## src/rtl/bcd_down_timer.sv

```systemverilog
// Two-digit BCD down-timer with load, start/pause, prescaler and DONE pulse.
// Optional BCD_TIMER_AUTORELOAD_EN: restart from the last valid load after 00.
module bcd_down_timer #(
   parameter int PRESCALE = 1
) (
   input  logic       CK,
   input  logic       RN,
   input  logic       LD,
   input  logic [3:0] DZ,
   input  logic [3:0] DU,
   input  logic       ST,
   input  logic       PS,
   output logic [3:0] Qz,
   output logic [3:0] Qu,
   output logic [7:0] Q,
   output logic       BUSY,
   output logic       DONE,
   output logic       ERR
);

   localparam int PW = (PRESCALE > 1) ? $clog2(PRESCALE) : 1;
   localparam logic [PW-1:0] PMAX = PW'(PRESCALE - 1);

   typedef enum logic [1:0] {
      IDLE  = 2'd0,
      RUN   = 2'd1,
      PAUSE = 2'd2
   } state_t;

   state_t        state_q, state_d;
   logic [PW-1:0] pre_q, pre_d;
   logic [3:0]    qz_q, qz_d;
   logic [3:0]    qu_q, qu_d;
   logic          done_q, done_d;
   logic          err_q, err_d;
   logic          ld_ok, q_zero, q_one, tick;

`ifdef BCD_TIMER_AUTORELOAD_EN
   logic [7:0]    rld_q, rld_d;
`endif

   assign ld_ok  = (DZ <= 4'd9) && (DU <= 4'd9);
   assign q_zero = (qz_q == 4'd0) && (qu_q == 4'd0);
   assign q_one  = (qz_q == 4'd0) && (qu_q == 4'd1);
   assign tick   = (pre_q == PMAX);

   always_comb begin
      state_d = state_q;
      pre_d   = pre_q;
      qz_d    = qz_q;
      qu_d    = qu_q;
      done_d  = 1'b0;
      err_d   = err_q;
`ifdef BCD_TIMER_AUTORELOAD_EN
      rld_d   = rld_q;
`endif
      if (LD) begin
         if (ld_ok) begin
            qz_d    = DZ;
            qu_d    = DU;
            state_d = IDLE;
            pre_d   = '0;
            err_d   = 1'b0;
`ifdef BCD_TIMER_AUTORELOAD_EN
            rld_d   = {DZ, DU};
`endif
         end else begin
            err_d = 1'b1;
         end
      end else if (ST && state_q == IDLE && !q_zero) begin
         state_d = RUN;
         pre_d   = '0;
      end else begin
         unique case (state_q)
            RUN: begin
               if (PS) begin
                  state_d = PAUSE;
               end else if (!tick) begin
                  pre_d = pre_q + 1'b1;
               end else begin
                  pre_d = '0;
                  if (q_one) begin
                     qu_d   = 4'd0;
                     done_d = 1'b1;
`ifndef BCD_TIMER_AUTORELOAD_EN
                     state_d = IDLE;
`endif
`ifdef BCD_TIMER_AUTORELOAD_EN
                  end else if (q_zero) begin
                     qz_d = rld_q[7:4];
                     qu_d = rld_q[3:0];
`endif
                  end else if (qu_q != 4'd0) begin
                     qu_d = qu_q - 4'd1;
                  end else begin
                     qu_d = 4'd9;
                     qz_d = qz_q - 4'd1;
                  end
               end
            end
            PAUSE: begin
               if (!PS) state_d = RUN;
            end
            default: ;
         endcase
      end
   end

   always_ff @(posedge CK) begin
      if (!RN) begin
         state_q <= IDLE;
         pre_q   <= '0;
         qz_q    <= 4'd0;
         qu_q    <= 4'd0;
         done_q  <= 1'b0;
         err_q   <= 1'b0;
      end else begin
         state_q <= state_d;
         pre_q   <= pre_d;
         qz_q    <= qz_d;
         qu_q    <= qu_d;
         done_q  <= done_d;
         err_q   <= err_d;
      end
   end

`ifdef BCD_TIMER_AUTORELOAD_EN
   always_ff @(posedge CK) begin
      if (!RN) rld_q <= 8'h00;
      else     rld_q <= rld_d;
   end
`endif

   assign Qz   = qz_q;
   assign Qu   = qu_q;
   assign Q    = {qz_q, qu_q};
   assign BUSY = (state_q != IDLE);
   assign DONE = done_q;
   assign ERR  = err_q;

endmodule

```

## config.mk

```make
export PLATFORM = sky130hd
export DESIGN_NAME = bcd_down_timer
export DESIGN_NICKNAME = d
export VERILOG_FILES = /design/src/rtl/bcd_down_timer.sv
export SDC_FILE = /design/constraint.sdc
export NUM_CORES = 1
export LEC_CHECK = 0
export CORE_MARGIN = 2
export CORE_UTILIZATION = 50
export CTS_CLUSTER_SIZE = 8
export DETAILED_ROUTE_END_ITERATION = 6
export DONT_BUFFER_PORTS = 1
export PLACE_DENSITY = 0.68
export SYNTH_ARGS = -nofsm -noshare
export SYNTH_HDL_FRONTEND = slang
export SYNTH_SLANG_ARGS = --single-unit
```

## constraint.sdc

```tcl
create_clock -name CK -period 2.05 [get_ports CK]
set_clock_uncertainty 0.1 [all_clocks]
set_input_delay 0.3075 -clock CK [delete_from_list [all_inputs] [get_ports CK]]
set_output_delay 0.3075 -clock CK [all_outputs]
set_load 0.05 [all_outputs]
```

# Yosys cells after proc, flatten, opt, wreduce, memory -nomap -nowiden
# Cells that the tools add are included.
# classes
addsub	3
magnitude_cmp	2
n_eq_ne	13
n_mux	32
bitwise	2
reduce_logical	19
# ops
op	count
2-to-1 mux 4 bit	16
2-to-1 mux 2 bit	7
inequality test 2 bit, second input constant	5
inequality test 5 bit, second input constant	2
AND reduction 5 bit	2
less-or-equal comparator 4 bit, second input constant	2
zero test 4 bit	2
2-to-1 mux 1 bit	8
nonzero test 4 bit	2
subtractor 4 x 1 -> 4 bit, second input constant	2
AND reduction 7 bit	1
OR reduction 6 bit	1
logical AND 1 bit	5
equality test 4 x 1 -> 1 bit, second input constant	1
inequality test 4 bit, second input constant	1
case mux 2 bit (2 select lines)	1
nonzero test 2 bit	2
inequality test 3 x 2 -> 1 bit, second input constant	1
AND reduction 3 bit	1
nonzero test 3 bit	1
equality test 2 x 1 -> 1 bit, second input constant	1
equality test 2 bit, second input constant	1
zero test 2 bit	1
inequality test 2 x 1 -> 1 bit, second input constant	1
other kinds (3)	4
# totals
ff_bits	13
in_bits	13
output_inout_bits	19
word_cells	77

# Logic depth before layout (Yosys ltp)
# depth
ltp_word	8
ltp_mapped	7
ltp_nobuf	7

# Worst setup path after synthesis
# Ideal clock, no wire load.
# synth_path
kind	reg2reg
from	reg qu_q[0] (netlist: Qu[0])
to	reg state_q[0]
setup_time_ns	0.070
t_arrival_ns	2.129
required_ns	1.880
slack_ns	-0.249
stages_incl_launch_ff	8
n_path_buf	0
synth_period_minus_slack_ns	2.299
path_cell_list	dfxtp_1 > inv_1 > ha_1 > nor4b_4 > a21oi_2 > a221oi_2 > or4_1 > a21boi_1
# synth_between
elab_chain_cells	6
elab_cells_between_ends	13
classes_between	eq/ne: 4; mux: 2; reduce/logical: 7
# synth_rtl
item	line	rtl
start: declaration	33	logic [3:0] qu_q, qu_d;
start signal: assignment	121	qu_q <= qu_d;
zero test 4 bit	43	assign q_zero = (qz_q == 4'd0) && (qu_q == 4'd0);
logical AND 1 bit	43	
zero test 1 bit	70	end else if (ST && state_q == IDLE && !q_zero) begin
logical AND 1 bit	70	
inequality test 5 bit (no source line) (tied with other cells)	-	
AND reduction 5 bit (no source line) or 2-to-1 mux 2 bit (tied branches)	-	
end signal: assignment	118	state_q <= state_d;
end: declaration	30	state_t state_q, state_d;
# Several ways; a longest one is shown, not always the timed one.
# A chain may end at the register's enable or synchronous reset.

# Worst setup path in the final report
# layout_path
from	reg qu_q[1] (netlist: Qu[1])
to	reg qz_q[0] (netlist: Qz[0])
# layout_between
elab_chain_cells	6
elab_cells_between_ends	11
classes_between	eq/ne: 4; reduce/logical: 7
# layout_rtl
item	line	rtl
zero test 4 bit	43	
logical AND 1 bit	43	
zero test 1 bit	70	
logical AND 1 bit	70	
inequality test 2 bit (no source line)	-	
AND reduction 7 bit (no source line) *	-	
end signal: assignment	120	qz_q <= qz_d;
end: declaration	32	logic [3:0] qz_q, qz_d;
# Every way passes the cells marked *; elsewhere a longest branch is shown, timed or not.

==> results <==
kinds of logic after synthesis:
group / count (synthesis)
buffers and inverters: 18
muxes: 1
adders and majority gates: 8
DFF: 12
and+or+nand+nor: 43
AOI/OAI and AO/OA: 35
flip-flops by register name, summed over array words and instances (netlist names):
name     flops
DONE         1
Qu           4
ERR          1
state_q      2
Qz           4
final cells by class:
| type | instances | area (sq um) | share of cell area, % |
|---|---|---|---|
| inverter | 7 | 26.3 | 2.51 |
| clock buffer | 4 | 36.3 | 3.47 |
| multi-input combinational | 87 | 629 | 60.2 |
| sequential | 12 | 248 | 23.7 |
| tap | 25 | 31.3 | 2.99 |
| timing repair buffer | 10 | 75.1 | 7.18 |
layout by cell type (no fill, tap or decap), types with 4 or more instances in the layout:
cell type | synthesis | routed
a21boi_1 | 4 | 4
a21oi_1 | 6 | 6
buf_4 | 8 | 10
dfxtp_1 | 12 | 8
ha_1 | 8 | 6
inv_1 | 7 | 6
nand2_1 | 11 | 11
nor2_1 | 10 | 10
o21ai_0 | 10 | 10
power by group through the flow:
stage / Combinational [mW] / Clock, mW / Sequential, mW
finish: 0.266 / 0.200 / 0.265
global route: 0.286 / 0.207 / 0.267
CTS: 0.261 / 0.203 / 0.265
detailed placement: 0.261 / 0 / 0.271
global placement: 0.255 / 0 / 0.270
floorplan: 0.187 / 0 / 0.315
cells in the mapped netlist:
cell        n
nor2_1     10
ha_1        8
mux2i_1     1
nor2_2      1
o31ai_4     1
nand2_1    11
and3_1      3
o31a_1      1
a221oi_2    1
nor4_1      1
nand2b_1    2
o21ai_1     1
buf_2       1
nor3b_1     1
nor4b_1     1
a31oi_1     2
or4_1       2
and3_4      1
a32oi_1     1
a21boi_1    4
o21ai_0    10
buf_1       1
nand3_1     3
clkbuf_1    1
a21oi_1     6
buf_4       8
nor2b_1     1
nor3b_4     1
dfxtp_1    12
a22o_1      1
o21a_1      1
o21ai_2     2
nor4b_4     1
nand4_1     1
o2111ai_1   1
nor3_1      2
a32o_1      1
and2_1      1
o211a_1     1
a21oi_2     1
inv_1       7
worst paths after layout:
| path | startpoint | end | slack, ps | depth (start not counted) |
|---|---|---|---|---|
| max reg2reg | Qu[1]$_SDFFE_PN0P_ | Qz[0]$_SDFFE_PN0P_ | 90 | 7 |
| min reg2reg | state_q[0]$_SDFFE_PN0P_ | state_q[0]$_SDFFE_PN0P_ | 420 | 2 |
| max | Qu[1]$_SDFFE_PN0P_ | Qz[0]$_SDFFE_PN0P_ | 90 | 7 |
| min | RN | Qz[0]$_SDFFE_PN0P_ | 30 | 1 |
metrics by stage:
stage	setup slack, ps	power, mW
final	93.8	0.732
after global routing	11.0	0.760
after CTS	80.5	0.729
after detailed placement	95.6	0.532
after global placement	125	0.524
after floorplan	-17.7	0.502
routing by layer:
metal | vias to the layer above | share of wire [%] | GRT usage, %
met5 | - | 0 | 0
met4 | 0 | 2.5 | 10.3
met3 | 8 | 5.3 | 4.53
met2 | 26 | 47 | 37.6
met1 | 402 | 45 | 28.1
li1 | 419 | - | -
==> results.sh <==
export IMPL_outcome="completed"
export IMPL_postCtsSetupRepairBufs=0
export IMPL_hold_ws_ps=31.9
export IMPL_pwr_density_cell_nw_per_um2=699
export IMPL_place_inst=141
export IMPL_grtUsageTotal_pct=22.6
export IMPL_dieArea_sq_um=2270
export IMPL_syn_num_nets=138
export IMPL_synthCells=117
export IMPL_dp_final_hpwl_mm=1.74
export IMPL_globalRoute_totalOverflow=0
export IMPL_final_max_slew_viol_count=0
export IMPL_synthSimpleGateAreaFrac_pct=26.4
export IMPL_die_h_um=47.7
export IMPL_area_growth_pct=9.71
export IMPL_wl_per_cell_um=15.5
export IMPL_vias_per_cell=5.90
export IMPL_tritoncts="yes"
export IMPL_root_buffer="clkbuf_4"
export IMPL_drive_gt1_share_pct=25.0
export IMPL_cts_inserted_buffers=3
export IMPL_synth_xor_xnor_area_share_pct=0
export IMPL_synthAdderAreaFrac_pct=10.5
export IMPL_dr_pass1_iters=4
export IMPL_clock_latency_ps=280
export IMPL_yosysTopAreaCellShare_pct=25.2
export IMPL_critical_path_max_stage_delay_ps=330
export IMPL_routed_via_count=855
export IMPL_drtIter0Drc=26
export IMPL_crit_buf_inv=1
export IMPL_portBuffers=0
export IMPL_cp_end_kind="register"
export IMPL_ios=32
export IMPL_critical_path_slowest_cell="dfxtp_2"
export IMPL_switching_share_pct=39.8
export IMPL_fillCellCount=185
export IMPL_ctsHoldBuffers=0
export IMPL_arrival_ps=2040
export IMPL_grt_setup_unrepaired="false"
export IMPL_ant_nets=0
export IMPL_antenna_found_initial=0
export IMPL_rows=15
export IMPL_synth_area_leaders="dfxtp_1, ha_1, buf_4"
export IMPL_p_int_mw=0.440
export IMPL_seq_area_frac_synth_pct=25.2
export IMPL_finalCriticalPeriod_ps=1960
export IMPL_final_nets=142
export IMPL_seqPwrFrac_pct=36.2
export IMPL_drv_cap=0
export IMPL_drt_total_wl_mm=2.25
export IMPL_first_global_vias=839
export IMPL_hold_violations=0
export IMPL_htreeDepth=1
export IMPL_worstHoldPathType="in2reg"
export IMPL_diodes=0
export IMPL_critPathLaunchType="register"
export IMPL_setup_viol=0
export IMPL_cp_required_ps=2130
export IMPL_final_core_util_pct=59.3
export IMPL_start_util_pct=54.0
export IMPL_ys_ff_latch=12
export IMPL_cts_path_max_buffers=2
export IMPL_path_class="reg2reg"
export IMPL_synth_mux_area_share_pct=1.05
export IMPL_synth_compound_area_share_pct=26.5
export IMPL_p_clk_share_pct=27.4
export IMPL_dpl_cell_area_sq_um=995
export IMPL_stdcell_count=145
export IMPL_tightest_slew_ps=500
export IMPL_post_cts_resized=0
export IMPL_p_leak_nw=0.423
export IMPL_power_switching_mw=0.291
export IMPL_path_cells="inv_1 > ha_2 > nor4b_4 > o21ai_2 > o31ai_4 > nor2_1 > o31a_1"
export IMPL_max_vdd_ir_drop_mv=0.345
export IMPL_grt_pass1_wl_mm=3.54
export IMPL_finish_instance_area_sq_um=1050
export IMPL_fin_tns_setup_ps=0
export IMPL_slew_headroom_pct=66.6
export IMPL_core_area_sq_um=1760
export IMPL_critPathMaxFanout=4
export IMPL_synth_top_family_by_area="compound AO/OA/AOI/OAI gates"
export IMPL_power_frac_comb_pct=36.4
export IMPL_die_w_um=47.7
export IMPL_clock_fmax_ghz=0.511
export IMPL_clkTransAtPathRegs_ps=90
export IMPL_avgSynthCellArea_sq_um=8.15
export IMPL_grt_max_degree=24
export IMPL_crit_family="compound AO/OA/AOI/OAI gates"
export IMPL_yosysTopAreaCell="dfxtp_1"
export IMPL_gp_congestion=0.818
export IMPL_synth_cell_types=41
export IMPL_yosysWarningCount=0
export IMPL_drc=0
export IMPL_cts_sinks=12
export IMPL_netlist_area_sq_um=953
export IMPL_finalCritPeriodShare_pct=95.4
Note: power is estimated with default switching activity, not from simulation.
